===== src/rtl/shift_sequencer.sv =====
// shift_sequencer: iterative shifter that performs one 1-bit step per cycle through an IDLE/SHIFT/DONE FSM.
// Define SHIFT_SEQ_ROTATE_EN to turn mode 00 from an illegal mode into rotate-left.
module shift_sequencer #(
  parameter int DATA_W = 16,
  parameter int CNT_W = 4
) (
  input  logic              clk,
  input  logic              rst,
  input  logic              start,
  input  logic [DATA_W-1:0] op_x,
  input  logic [DATA_W-1:0] op_y,
  input  logic [2:0]        op_en,
  input  logic [CNT_W-1:0]  shamt,
  output logic              busy,
  output logic              done,
  output logic              err,
  output logic [DATA_W-1:0] op_out
);
  localparam logic [1:0] IDLE = 2'd0, SHIFT = 2'd1, DONE = 2'd2;
  logic [1:0]        state_q, state_d;
  logic [1:0]        mode_q, mode_d;
  logic [CNT_W-1:0]  cnt_q, cnt_d;
  logic [DATA_W-1:0] work_q, work_d, out_q, out_d, step;
  logic              err_q, err_d, legal;
`ifdef SHIFT_SEQ_ROTATE_EN
  assign legal = 1'b1;
`else
  assign legal = |op_en[1:0];
`endif
  // mode 00 only reaches the work register when rotate is enabled
  assign step = mode_q == 2'b01 ? {work_q[DATA_W-2:0], 1'b0} :
                mode_q == 2'b10 ? {1'b0, work_q[DATA_W-1:1]} :
                mode_q == 2'b11 ? {work_q[DATA_W-1], work_q[DATA_W-1:1]} :
                                  {work_q[DATA_W-2:0], work_q[DATA_W-1]};
  always_comb begin
    state_d = state_q;
    mode_d = mode_q;
    cnt_d = cnt_q;
    work_d = work_q;
    out_d = out_q;
    err_d = 1'b0;
    if (state_q == IDLE) begin
      if (start && legal) begin
        work_d = op_en[2] ? op_y : op_x;
        mode_d = op_en[1:0];
        cnt_d = shamt;
        state_d = SHIFT;
      end else if (start) begin
        out_d = '0;
        err_d = 1'b1;
        state_d = DONE;
      end
    end else if (state_q == SHIFT) begin
      if (cnt_q != '0) begin
        work_d = step;
        cnt_d = cnt_q - 1'b1;
      end else begin
        out_d = work_q;
        state_d = DONE;
      end
    end else begin
      state_d = IDLE;
    end
  end
  always_ff @(posedge clk) begin
    if (rst) begin
      state_q <= IDLE;
      mode_q <= '0;
      cnt_q <= '0;
      work_q <= '0;
      out_q <= '0;
      err_q <= 1'b0;
    end else begin
      state_q <= state_d;
      mode_q <= mode_d;
      cnt_q <= cnt_d;
      work_q <= work_d;
      out_q <= out_d;
      err_q <= err_d;
    end
  end
  assign busy = state_q == SHIFT;
  assign done = state_q == DONE;
  assign err = err_q;
  assign op_out = out_q;
endmodule


===== config.mk =====
export PLATFORM = sky130hd
export DESIGN_NAME = shift_sequencer
export DESIGN_NICKNAME = d
export VERILOG_FILES = /design/src/rtl/shift_sequencer.sv
export SDC_FILE = /design/constraint.sdc
export NUM_CORES = 1
export LEC_CHECK = 0
export CAP_MARGIN = 20
export CORE_MARGIN = 2
export CORE_UTILIZATION = 44
export CTS_CLUSTER_DIAMETER = 30
export DETAILED_ROUTE_END_ITERATION = 8
export PLACE_DENSITY = 0.75
export SYNTH_ARGS = -nofsm -noshare
export SYNTH_HDL_FRONTEND = slang
export SYNTH_SLANG_ARGS = --single-unit

===== constraint.sdc =====
create_clock -name clk -period 3.6 [get_ports clk]
set_input_delay 0.72 -clock clk [delete_from_list [all_inputs] [get_ports clk]]
set_output_delay 0.72 -clock clk [all_outputs]
set_load 0.02 [all_outputs]

# Word-level counts from Yosys, hierarchy flattened
# Cells that the tools add are included.
[classes]
bitwise_logic = 1
n_eq_ne = 12
reduce_logical = 12
muxes = 23
add_sub_neg = 1
[op_table]
columns = ["operator", "count"]
rows = [
  ["two-way mux 16 bit", 13],
  ["two-way mux 4 bit", 4],
  ["two-way mux 2 bit", 5],
  ["AND reduction 4 bit", 2],
  ["equality test 2 bit (second input constant)", 3],
  ["inequality test 2 bit (second input constant)", 3],
  ["equality test 2 x 1 -> 1 bit (second input constant)", 2],
  ["inequality test 4 x 3 -> 1 bit (second input constant)", 1],
  ["AND reduction 2 bit", 2],
  ["nonzero test 2 bit", 2],
  ["nonzero test 4 bit", 1],
  ["subtractor 4 x 1 -> 4 bit (second input constant)", 1],
  ["inequality test 3 x 2 -> 1 bit (second input constant)", 1],
  ["inequality test 3 bit (second input constant)", 1],
  ["AND reduction 3 bit", 1],
  ["OR reduction 3 bit", 1],
  ["zero test 2 bit", 1],
  ["inequality test 2 x 1 -> 1 bit (second input constant)", 1],
  ["OR reduction 2 bit", 1],
  ["logical AND 1 bit", 1],
  ["two-way mux 1 bit", 1],
  ["inverter 1 bit", 1],
]
[word_totals]
regBits = 41
word_cells = 56
output_inout_bits = 19

# Depth between registers and ports, before layout
[depth]
ltp_word = 7
ltp_mapped = 8
ltp_nobuf = 6

# Worst setup path after synthesis
# Ideal clock, no wire load.
[synth_path]
kind = "in2reg"
start = "in op_en[0]"
end = "reg work_q[14]"
t_arrival_ps = 1846
required_time_ps = 3531
setup_ps = 69
path_buffers = 3
setup_slack_ps = 1684
path_stages = 7
path_cell_list = "or2_1 -> clkbuf_1 -> a32oi_4 -> buf_6 -> buf_8 -> nand2_1 -> a21oi_2"
[synth_via]
elab_chain_len = 4
[synth_rtl]
columns = ["element", "line_no", "rtl"]
rows = [
  ["from (decl)", "12", "input logic [2:0] op_en,"],
  ["OR reduction 2 bit", "28", "assign legal = |op_en[1:0];"],
  ["logical AND 1 bit", "43", "if (start && legal) begin"],
  ["inequality test 2 x 1 -> 1 bit (no source line)", "-", ""],
  ["AND reduction 3 bit (no source line)", "-", ""],
  ["to (signal assigned)", "77", "work_q <= work_d;"],
  ["to (decl)", "23", "logic [DATA_W-1:0] work_q, work_d, out_q, out_d, step;"],
]
# Every way passes these cells.
# A chain may end at the register's enable or synchronous reset.

# Final worst setup path
[layout_path]
start = "reg state_q[0]"
end = "out busy"
[layout_via]
elab_chain_len = 1
[layout_rtl]
columns = ["element", "line_no", "rtl"]
rows = [
  ["from (decl)", "20", "logic [1:0] state_q, state_d;"],
  ["from (signal assigned)", "74", "state_q <= state_d;"],
  ["equality test 2 x 1 -> 1 bit", "82", "assign busy = state_q == SHIFT;"],
  ["to (decl)", "14", "output logic busy,"],
]
# Every way passes these cells.

==> impl_results.md <==
- Fin nets: 329
- Minimum clock period: around 2.4 ns
- Fillers: 403
- # hold bufs at CTS: 0
- Via count: roughly 2000
- Root buf cell: clkbuf_8
- H-tree levels: 2
- Largest family of logic cells by synthesized area: compound AO/OA/AOI/OAI gates
- Setup_tns: 0 ns
- Leak: ~0.0010 µW
- Compound-gate portion of the synthesized area: between 30% and 40%
- DIE AREA: around 0.0054 mm²
- Run status: complete, no violations
- Max Cap Viol: 0
- CTS Buf Count: 5
- Final cycle utilization of the critical path: 67.9%
- Crit-path cells: nor2b_2, clkdlybuf4s50_1
- R2R setup slack: approximately 1.3 ns
- F_max: slightly above 400 MHz
- Initial Util: a little under half
- Final hold slack: between 0.4 and 0.5 ns
- Vias in the first global route: roughly 1800
- Core Area: roughly 0.0047 mm²
- Startpoint types: register
- RSZ-0062 raised after global routing: false
- Adder-Cell Fraction of Synth Area: 2.93%
- CTS tree: yes
- IO Pins: between 60 and 70
- I/O Buffers: 60
- Tot Pwr: approximately 1300 µW
- Hold/Removal Path Class: register to register
- Cells after Synth: between 200 and 250
- Pin count of the biggest net entering global routing: 34
- Clk_skew: around 0.012 ns
- Syn nets: between 200 and 300
- Drt first pass iters: 4
- Xor/xnor share of the synthesized area: 0%
- Number of setup buffers added after CTS: 0
- RePlAce Congestion: between 0.7 and 0.8
- P per Cell Area: between 400 and 500 mW/mm²
- First-pass GRT wire length: ~8600 µm
- Total grt overflow: 0
- Avg Inst Size Synth: slightly above 9 µm²
- PostCTS Resize Cnt: 0
- DP HPWL: between 3000 and 4000 µm
- Slowest stage cell, crit path: clkdlybuf4s50_1
- Global Route Usage Sum: between 20% and 30%
- Vias per cell: around 5.9
- Clk sink count: between 40 and 50
- Routed WL: 5270 µm
- Netlist Area Pre-Place: roughly 0.0021 mm²
- Layout cell share with drive strength beyond 1: 11.3%
- DRC viols: 0
- Req. time, crit path: 2.88 ns
- Async SR Flop Fraction: 0%
- Hold path endpoint: op_out[4]
- Worst reg2reg path depth: 6
- Simple-gate share of the synthesized area: between 10% and 20%
- Sequential area share after synthesis: 38.4%
- Synth Register Bits: 41
- Multiplexer share of the synthesized area: under 10%
- Final core utilization: 60.5%
- Vert. Die Dim: between 70 and 80 µm
- Critical path type: register to output pin
- Slew @ Worst Pin: between 1 and 1.5 ns
- Fin. Hold Viols: 0
- Top FF cell, synth: dfxtp_1
- CP arrival: roughly 1.7 ns
- Wire length per cell: 15.6 µm
- Worst setup EP type: output pin
- Layout area overhead: 32.8%
- Final Max Tran Viols: 0
- Hold_sp: op_out[4]
- Final Setup Violations: 0
- Iter 0 DRT Violations: roughly 130
- Critical R2R Capture: work_q[11]
- Number of antenna diodes: 0
- Synth unique cells: 42
- Row count: 25
- Worst-skew pair later-pin latency: approximately 0.30 ns
- Die X: roughly 74 µm
- Top fanout value on the critical path: 9
- Max_slew headroom: 30.8%
- Maximum clock path buffer count: 2
- Crit Reg-Reg Startpoint: mode_q[0]
- Clock transition at the registers of the reported paths: 0.08 ns
- Syn. warnings: 0
- Initial antenna violation count: 0
- Post-route ant nets: 0
- Slowest stage delay, CP: around 0.65 ns
- Number of synthesized flops with an enable pin: 0
- Maximum resistive drop on vdd: between 200 and 300 µV
- Hold path depth: 1
==> worst max path at each step <==
stage / slack [ns] / cells past startpoint / startpoint / end
global placement: 1.0 / 3 / rst / op_out[8]
floorplan: 1.68 / 7 / op_en[0] / work_q[14]
CTS: 1.15 / 2 / state_q[0] / busy
finish: 1.16 / 2 / state_q[0] / busy
global route: 1.06 / 3 / rst / op_out[1]
detailed placement: 0.90 / 3 / rst / op_out[8]
==> stage by stage <==
stage	setup slack, ns	area [µm²]	instances
finish	1.16	2840	337
global route	1.06	2840	337
global placement	0.999	2720	329
CTS	1.15	2840	337
detailed placement	0.897	2720	329
floorplan	1.68	2140	230
==> cells by family after synthesis <==
family / count (synthesis)
compound gates: 81
fa+ha+maj: 5
buf+inv: 27
flops: 41
mux: 17
simple gates: 59
==> metal layers <==
layer / track usage (%) / vias up / routed length, µm
met5: 0 / - / 0
met4: 7.27 / 0 / 62
met3: 4.66 / 6 / 318
met2: 33.3 / 62 / 2500
met1: 26.2 / 948 / 2390
li1: - / 957 / -
==> where the power goes <==
group          internal [µW]  switching [µW]  total [µW]  leakage, µW
combinational            155             182         337     0.000656
sequential               493            42.1         536     0.000334
clock                    225             162         388    0.0000574
total                    874             387        1260      0.00105
==> layout make-up <==
class                      count  area, µm²  share of cell area, %
clock buffer                   6       82.6                   2.91
clock inverter                 2       37.5                   1.32
inverter                       8       30.0                   1.06
multi-input combinational    162       1170                   41.2
sequential                    41        821                   28.9
tap                           54       67.6                   2.38
timing repair buffer          64        631                   22.2
==> cell usage in the layout (no fill, tap or decap), types with 2 or more instances in the layout <==
cell type / instances
o21ai_0: 2
nand2_1: 32
o211ai_1: 2
ha_1: 5
nand2b_1: 2
clkbuf_8: 6
nor2_1: 7
inv_1: 8
nor3_1: 4
a221o_1: 13
nand3_1: 4
mux2i_1: 16
a22o_1: 16
a21oi_2: 10
a211oi_2: 2
dfxtp_1: 41
a21oi_1: 23
buf_4: 4
clkdlybuf4s50_1: 60
a221oi_1: 2
nand4_1: 2
o21bai_1: 2
==> sequential cells by signal, indices dropped and copies added (netlist names) <==
name	flops
work_q	16
state_q	2
mode_q	2
cnt_q	4
op_out	16
err	1
==> Yosys cell counts (2+ instances only) <==
cell type / count / area [µm²]
o211ai_1: 2 / 15.0
a221o_1: 13 / 130
dfxtp_1: 41 / 821
buf_6: 3 / 33.8
clkbuf_1: 7 / 26.3
a22o_1: 16 / 140
o21bai_1: 2 / 15.0
mux2i_1: 16 / 160
a211oi_2: 2 / 25.0
o21ai_0: 2 / 10.0
nand2_1: 32 / 120
a21oi_1: 23 / 115
nand4_1: 2 / 12.5
buf_2: 7 / 35.0
nor2_1: 7 / 26.3
a21oi_2: 10 / 87.6
inv_1: 8 / 30.0
nand3_1: 4 / 20.0
nor3_1: 4 / 20.0
a221oi_1: 2 / 17.5
nand2b_1: 2 / 12.5
ha_1: 5 / 62.6
==> critical path: cells and delay by family, from the launching register on <==
family	cells	cell delay, ns
simple gates	1	0.31
buf+inv	1	0.65
flops	1	0.48
Power figures use the tool's default switching activity.
